--- src/rtl/esaxi_mesh_arb_pkg.sv ---
`default_nettype none
// ============================================================================
// Module      : esaxi_pkg
// Description : Shared constants and state type for the eMesh write/read
//               request arbiter.
// Revision    : 1.0 - initial release
// ============================================================================
package esaxi_pkg;

  // eMesh packet width
  localparam int ESAXI_PW       = 104;
  // Consecutive write grants allowed while a read is pending
  localparam int ESAXI_MAX_HOLD = 8;

  // ARB: round-robin between inputs; WLOCK: write burst owns the output
  typedef enum logic [0:0] {
    ARB   = 1'b0,
    WLOCK = 1'b1
  } arb_state_t;

endpackage
`default_nettype wire

--- src/rtl/esaxi_mesh_arb_if.sv ---
`default_nettype none
// ============================================================================
// Module      : esaxi_mesh_arb_if
// Description : Request inputs (write and read) and merged eMesh output of
//               the arbiter. master = request sources + downstream sink,
//               slave = arbiter.
// Revision    : 1.0 - initial release
// ============================================================================
interface esaxi_mesh_arb_if
  import esaxi_pkg::*;
#(
  parameter int PW = ESAXI_PW
);
  logic          wr_access;
  logic [PW-1:0] wr_packet;
  logic          wr_lock;
  logic          wr_wait;
  logic          rd_access;
  logic [PW-1:0] rd_packet;
  logic          rd_wait;
  logic          tx_access;
  logic [PW-1:0] tx_packet;
  logic          tx_wait;

  modport master (
    output wr_access, wr_packet, wr_lock, rd_access, rd_packet, tx_wait,
    input  wr_wait, rd_wait, tx_access, tx_packet
  );

  modport slave (
    input  wr_access, wr_packet, wr_lock, rd_access, rd_packet, tx_wait,
    output wr_wait, rd_wait, tx_access, tx_packet
  );
endinterface
`default_nettype wire

--- src/rtl/esaxi_mesh_arb_rr2.sv ---
`default_nettype none
// ============================================================================
// Module      : esaxi_rr2
// Description : Two-way round-robin grant. A lone requester always wins; on
//               contention the input not granted last wins. The pointer only
//               moves when the caller reports an accepted transfer.
// Revision    : 1.0 - initial release
// ============================================================================
module esaxi_rr2 (
  input  wire logic clk,
  input  wire logic rst,
  input  wire logic req_wr,
  input  wire logic req_rd,
  input  wire logic advance,
  output logic      gnt_wr,
  output logic      gnt_rd
);

  // 1 when the last accepted grant went to the write input
  logic last_wr;

  // Grant selection from requests and last-grant pointer
  always_comb begin
    gnt_wr = req_wr & (~req_rd | ~last_wr);
    gnt_rd = req_rd & ~gnt_wr;
  end

  // Pointer starts at "read" so write wins the first contention
  always_ff @(posedge clk) begin
    if (rst) begin
      last_wr <= 1'b0;
    end else if (advance) begin
      last_wr <= gnt_wr;
    end
  end

endmodule
`default_nettype wire

--- src/rtl/esaxi_mesh_arb.sv ---
`default_nettype none
// ============================================================================
// Module      : esaxi_mesh_arb
// Description : Merges write- and read-request eMesh packet streams onto a
//               single registered output. Round-robin between sources, locked
//               write bursts, and a hold limit that lets a pending read break
//               into a long locked burst.
// Revision    : 1.0 - initial release
// ============================================================================
module esaxi_mesh_arb
  import esaxi_pkg::*;
#(
  parameter int PW       = ESAXI_PW,
  parameter int MAX_HOLD = ESAXI_MAX_HOLD
) (
  input wire logic         clk,
  input wire logic         rst,
  esaxi_mesh_arb_if.slave  bus
);

  localparam logic [3:0] HOLD_MAX = 4'(MAX_HOLD);

  arb_state_t    state;
  arb_state_t    state_nxt;
  logic [3:0]    hold;
  logic          tx_access_q;
  logic [PW-1:0] tx_packet_q;
  logic          load;
  logic          force_rd;
  logic          req_wr_m;
  logic          req_rd_m;
  logic          gnt_wr;
  logic          gnt_rd;
  logic          wr_acc;
  logic          rd_acc;

  // Output register can take a packet when empty or being drained
  assign load     = ~tx_access_q | ~bus.tx_wait;
  // Hold limit reached with a read still waiting: read goes next
  assign force_rd = bus.rd_access & (hold == HOLD_MAX);

  // Request masking: locked bursts shut out reads unless the hold limit hit
  always_comb begin
    req_wr_m = bus.wr_access & ~force_rd;
    req_rd_m = bus.rd_access & ((state == ARB) | force_rd);
  end

  esaxi_rr2 u_rr2 (
    .clk     (clk),
    .rst     (rst),
    .req_wr  (req_wr_m),
    .req_rd  (req_rd_m),
    .advance (wr_acc | rd_acc),
    .gnt_wr  (gnt_wr),
    .gnt_rd  (gnt_rd)
  );

  assign wr_acc      = load & gnt_wr & ~rst;
  assign rd_acc      = load & gnt_rd & ~rst;
  assign bus.wr_wait = ~wr_acc;
  assign bus.rd_wait = ~rd_acc;
  assign bus.tx_access = tx_access_q;
  assign bus.tx_packet = tx_packet_q;

  // Lock FSM next state: every accepted write's lock bit decides the state
  always_comb begin
    state_nxt = state;
    if (wr_acc) begin
      state_nxt = bus.wr_lock ? WLOCK : ARB;
    end
  end

  // Lock FSM state register
  always_ff @(posedge clk) begin
    if (rst) begin
      state <= ARB;
    end else begin
      state <= state_nxt;
    end
  end

  // Count consecutive writes that starve a pending read
  always_ff @(posedge clk) begin
    if (rst || rd_acc || !bus.rd_access) begin
      hold <= 4'd0;
    end else if (wr_acc && hold != HOLD_MAX) begin
      hold <= hold + 4'd1;
    end
  end

  // Output register: load granted packet, drain, or hold under backpressure
  always_ff @(posedge clk) begin
    if (rst) begin
      tx_access_q <= 1'b0;
      tx_packet_q <= '0;
    end else if (load) begin
      tx_access_q <= wr_acc | rd_acc;
      if (wr_acc) begin
        tx_packet_q <= bus.wr_packet;
      end else if (rd_acc) begin
        tx_packet_q <= bus.rd_packet;
      end
    end
  end

endmodule
`default_nettype wire

--- src/flat_wrapper.sv ---
// flat-port wrapper written by rule: the top's interface ports become plain ports
module esaxi_mesh_arb_flat import esaxi_pkg::*;
#(
  parameter int PW       = ESAXI_PW,
  parameter int MAX_HOLD = ESAXI_MAX_HOLD
)
  (clk, rst, bus_wr_access, bus_wr_packet, bus_wr_lock, bus_rd_access, bus_rd_packet, bus_tx_wait, bus_wr_wait, bus_rd_wait, bus_tx_access, bus_tx_packet);
  esaxi_mesh_arb_if #(.PW(PW)) bus_i ();
  input wire logic clk;
  input wire logic rst;
  input wire logic [$bits(bus_i.wr_access)-1:0] bus_wr_access;
  input wire logic [$bits(bus_i.wr_packet)-1:0] bus_wr_packet;
  input wire logic [$bits(bus_i.wr_lock)-1:0] bus_wr_lock;
  input wire logic [$bits(bus_i.rd_access)-1:0] bus_rd_access;
  input wire logic [$bits(bus_i.rd_packet)-1:0] bus_rd_packet;
  input wire logic [$bits(bus_i.tx_wait)-1:0] bus_tx_wait;
  output wire logic [$bits(bus_i.wr_wait)-1:0] bus_wr_wait;
  output wire logic [$bits(bus_i.rd_wait)-1:0] bus_rd_wait;
  output wire logic [$bits(bus_i.tx_access)-1:0] bus_tx_access;
  output wire logic [$bits(bus_i.tx_packet)-1:0] bus_tx_packet;
  assign bus_i.wr_access = bus_wr_access;
  assign bus_i.wr_packet = bus_wr_packet;
  assign bus_i.wr_lock = bus_wr_lock;
  assign bus_i.rd_access = bus_rd_access;
  assign bus_i.rd_packet = bus_rd_packet;
  assign bus_i.tx_wait = bus_tx_wait;
  assign bus_wr_wait = bus_i.wr_wait;
  assign bus_rd_wait = bus_i.rd_wait;
  assign bus_tx_access = bus_i.tx_access;
  assign bus_tx_packet = bus_i.tx_packet;
  esaxi_mesh_arb #(.PW(PW), .MAX_HOLD(MAX_HOLD)) u_core (.clk(clk), .rst(rst), .bus(bus_i));
endmodule
--- config.mk ---
export PLATFORM = sky130hd
export DESIGN_NAME = esaxi_mesh_arb_flat
export DESIGN_NICKNAME = d
export VERILOG_FILES = /design/src/rtl/esaxi_mesh_arb_pkg.sv /design/src/rtl/esaxi_mesh_arb_if.sv /design/src/rtl/esaxi_mesh_arb_rr2.sv /design/src/rtl/esaxi_mesh_arb.sv /design/src/flat_wrapper.sv
export SDC_FILE = /design/constraint.sdc
export NUM_CORES = 1
export LEC_CHECK = 0
export ABC_AREA = 1
export BUFFER_PORTS_ARGS = -buffer_cell sky130_fd_sc_hd__clkbuf_2
export CORE_AREA = 5 5 121 123
export CTS_CLUSTER_DIAMETER = 60
export DETAILED_ROUTE_END_ITERATION = 16
export DIE_AREA = 0 0 126 128
export PLACE_DENSITY = 0.83
export SYNTH_ARGS = -nofsm -noshare
export SYNTH_HDL_FRONTEND = slang
export SYNTH_HIERARCHICAL = 1
export SYNTH_SLANG_ARGS = --single-unit
--- constraint.sdc ---
create_clock -name clk -period 4.92 [get_ports clk]
set_input_delay 0.738 -clock clk [delete_from_list [all_inputs] [get_ports clk]]
set_output_delay 0.738 -clock clk [all_outputs]
set_load 0.1 [all_outputs]
==> qor.csv <==
metric;value;unit
syn_inst;867;
avgRoutedWirePerCell;14.4;µm
p_leak;0.00410;µW
path_common_cell;nand2_1;
p_per_area;398;nW/µm²
finalSetupViolations;0;
root_buffer;clkbuf_16;
cts_tree;done;
drive_gt1_share;31.3;%
max_freq;0.289;GHz
required;4.18;ns
multi_input_area;2970;µm²
routed_via_density;5.11;
cts_buffers;9;
gp_congestion;0.864;
grt_pass1_wl;29.9;mm
vias;6701;
pin_count;321;
antenna_found_initial;0;
fill_cells;1373;
slew_viol_final;0;
wl;18.9;mm
grt.overflow.total;0;
cts-hold-fix-buffers;0;
clk_path_buf_depth;2;
cap_violations;0;
num-nets-final;1343;
crit_chain;inv_1 -> ha_1 -> nand2_1 -> nor2_1 -> nand2_1 -> a21oi_1 -> nand2_1 -> nand2_2 -> clkinv_2 -> buf_4 -> nor2_2 -> nand3_2 -> clkbuf_2;
timing_hold_violations_final;0;
critPathSlowestCell;clkbuf_2;
dr.pass1.iters;5;
synth_seq_cells;111;
grt_usage;22.4;%
min_path_type;reg2reg;
antennaDiodeCount;0;
grt_util_met1;29.0;%
detail-route-antenna-nets;0;
status;completed;
worstSetupEndpointType;primary output;
grt_max_degree;119;
row_count;43;
grt.busiest_layer;met2;
synth.avg_cell_area;6.48;µm²
syn_nets;1083;
clkTransAtPathRegs;0.07;ns
register_area;2220;µm²
place_inst;1296;
netlist_area;5620;µm²
insertion_delay;0.34;ns
period_share;70.3;%
cp_max_fo;49;
use_met3;6.04;%
timing.setup.tns;0;ns
start_util;41.5;%
fin_cells;1312;
rsz0062_at_grt;no;
fin_skew;0.0106;ns
worst_setup_path_start_kind;register;
crit_type;reg2out;
cts.sinks;111;
chipHeight;128;µm
drc;0;
worst_slew_pin_slew;1.02;ns
met2_usage;35.9;%
crit_arrival;2.72;ns
die-area;16100;µm²
cts_resized;0;
ys_warn_count;6;
grt_pass1_vias;6075;
cts_setup_buffers;0;
syn_to_final_growth;32.8;%
hpwl;13.3;mm
ys_seq_area_share;39.5;%
die_w;126;µm
io_buffer_count;320;
ys_types;21;
min_period;3.46;ns
vdd_drop_max;0.224;mV
coreArea;13600;µm²
drt_iter0_markers;427;
slew-limit-headroom;32.3;%
htree_levels;3;
max_stage_delay;0.42;ns
-- final timing paths --
path,cells after the start,slack (ns),startpoint,endpoint
hold / removal,2,0.49,u_core/bus.tx_packet[62],u_core/bus.tx_packet[62]
setup reg to reg,17,1.57,u_core/hold[0],u_core/bus.tx_packet[27]
setup / recovery,13,1.46,u_core/hold[0],bus_rd_wait
hold reg to reg,2,0.49,u_core/bus.tx_packet[62],u_core/bus.tx_packet[62]
-- critical path, delay by kind of cell, from the launching register on --
family	cells	cell delay [ns]
AO/OA/AOI/OAI	1	0.18
adder cells (fa/ha/maj)	1	0.15
buffers and inverters	4	0.83
flip-flops	1	0.35
AND/OR/NAND/NOR	7	0.88
-- cell usage after synthesis --
| master | n | share of area, % |
|---|---|---|
| nand2_1 | 222 | 15 |
| ha_1 | 2 | 0.45 |
| buf_4 | 14 | 1.9 |
| nand4_1 | 105 | 12 |
| nand3_2 | 2 | 0.36 |
| dfxtp_1 | 111 | 40 |
| nor2_2 | 1 | 0.11 |
| nand3_1 | 2 | 0.18 |
| xor2_1 | 1 | 0.16 |
| buf_2 | 35 | 3.1 |
| inv_1 | 8 | 0.53 |
| nand2_2 | 3 | 0.33 |
| buf_1 | 1 | 0.067 |
| inv_2 | 3 | 0.20 |
| clkbuf_1 | 29 | 1.9 |
| o21ai_1 | 8 | 0.71 |
| buf_6 | 1 | 0.20 |
| o21ai_0 | 99 | 8.8 |
| a21oi_1 | 7 | 0.62 |
| o21bai_1 | 1 | 0.13 |
| nor2_1 | 212 | 14 |
-- state kept, by name, summed over array words and instances, names as in the netlist --
name                  cells
u_core/state              1
u_core/bus.tx_packet    104
u_core/bus.tx_access      1
u_core/hold               4
u_core/u_rr2/last_wr      1
-- cell usage in the layout (no fill, tap or decap), types with 2 or more instances in the layout --
cell	count
a21oi_1	7
buf_4	9
clkbuf_16	9
clkbuf_2	320
clkbuf_8	5
clkinv_2	3
dfxtp_1	111
ha_1	2
inv_1	8
nand2_1	222
nand2_4	2
nand3_1	2
nand4_1	105
nor2_1	212
o21ai_0	99
o21ai_1	8
-- layout make-up --
cell class	count	share of cell area, %
Tap cell	180	3.02
Inverter	11	0.654
Multi-Input combinational cell	665	39.8
Timing Repair Buffer	329	22.4
Sequential cell	111	29.8
Clock buffer	14	3.94
Clock inverter	2	0.469
-- layer usage --
layer | wire, µm | vias up
met3 | 1980 | 28
met2 | 8990 | 328
met4 | 432 | 0
met5 | 0 | -
met1 | 7470 | 2959
li1 | - | 3386
-- power by group --
group          internal [µW]  switching, µW  leakage (µW)  total (µW)
Sequential               989           46.0      0.000917        1030
Combinational            214            941       0.00302        1160
Clock                    464            316      0.000165         780
Total                   1670           1300       0.00410        2970
-- cells by family after synthesis --
family	after synthesis	share of synthesized area [%]
simple gates	547	41.7
compound gates	115	10.3
buf+inv	91	7.93
flops	111	39.5
fa+ha+maj	2	0.445
xor+xnor	1	0.156
-- per-stage QoR --
step	cell area, µm²	util, %	setup WS [ns]	power [µW]	hold WS [ns]
6_report	7460	55.1	1.46	2970	0.495
5_1_grt	7460	55.1	1.18	3120	0.537
4_1_cts	7460	55.1	1.44	3000	0.502
3_5_place_dp	7140	52.6	1.58	2210	0.483
3_3_place_gp	7140	52.6	1.68	2200	0.479
2_1_floorplan	5620	-	1.76	1980	0.453
Note: power is estimated with default switching activity, not from simulation.
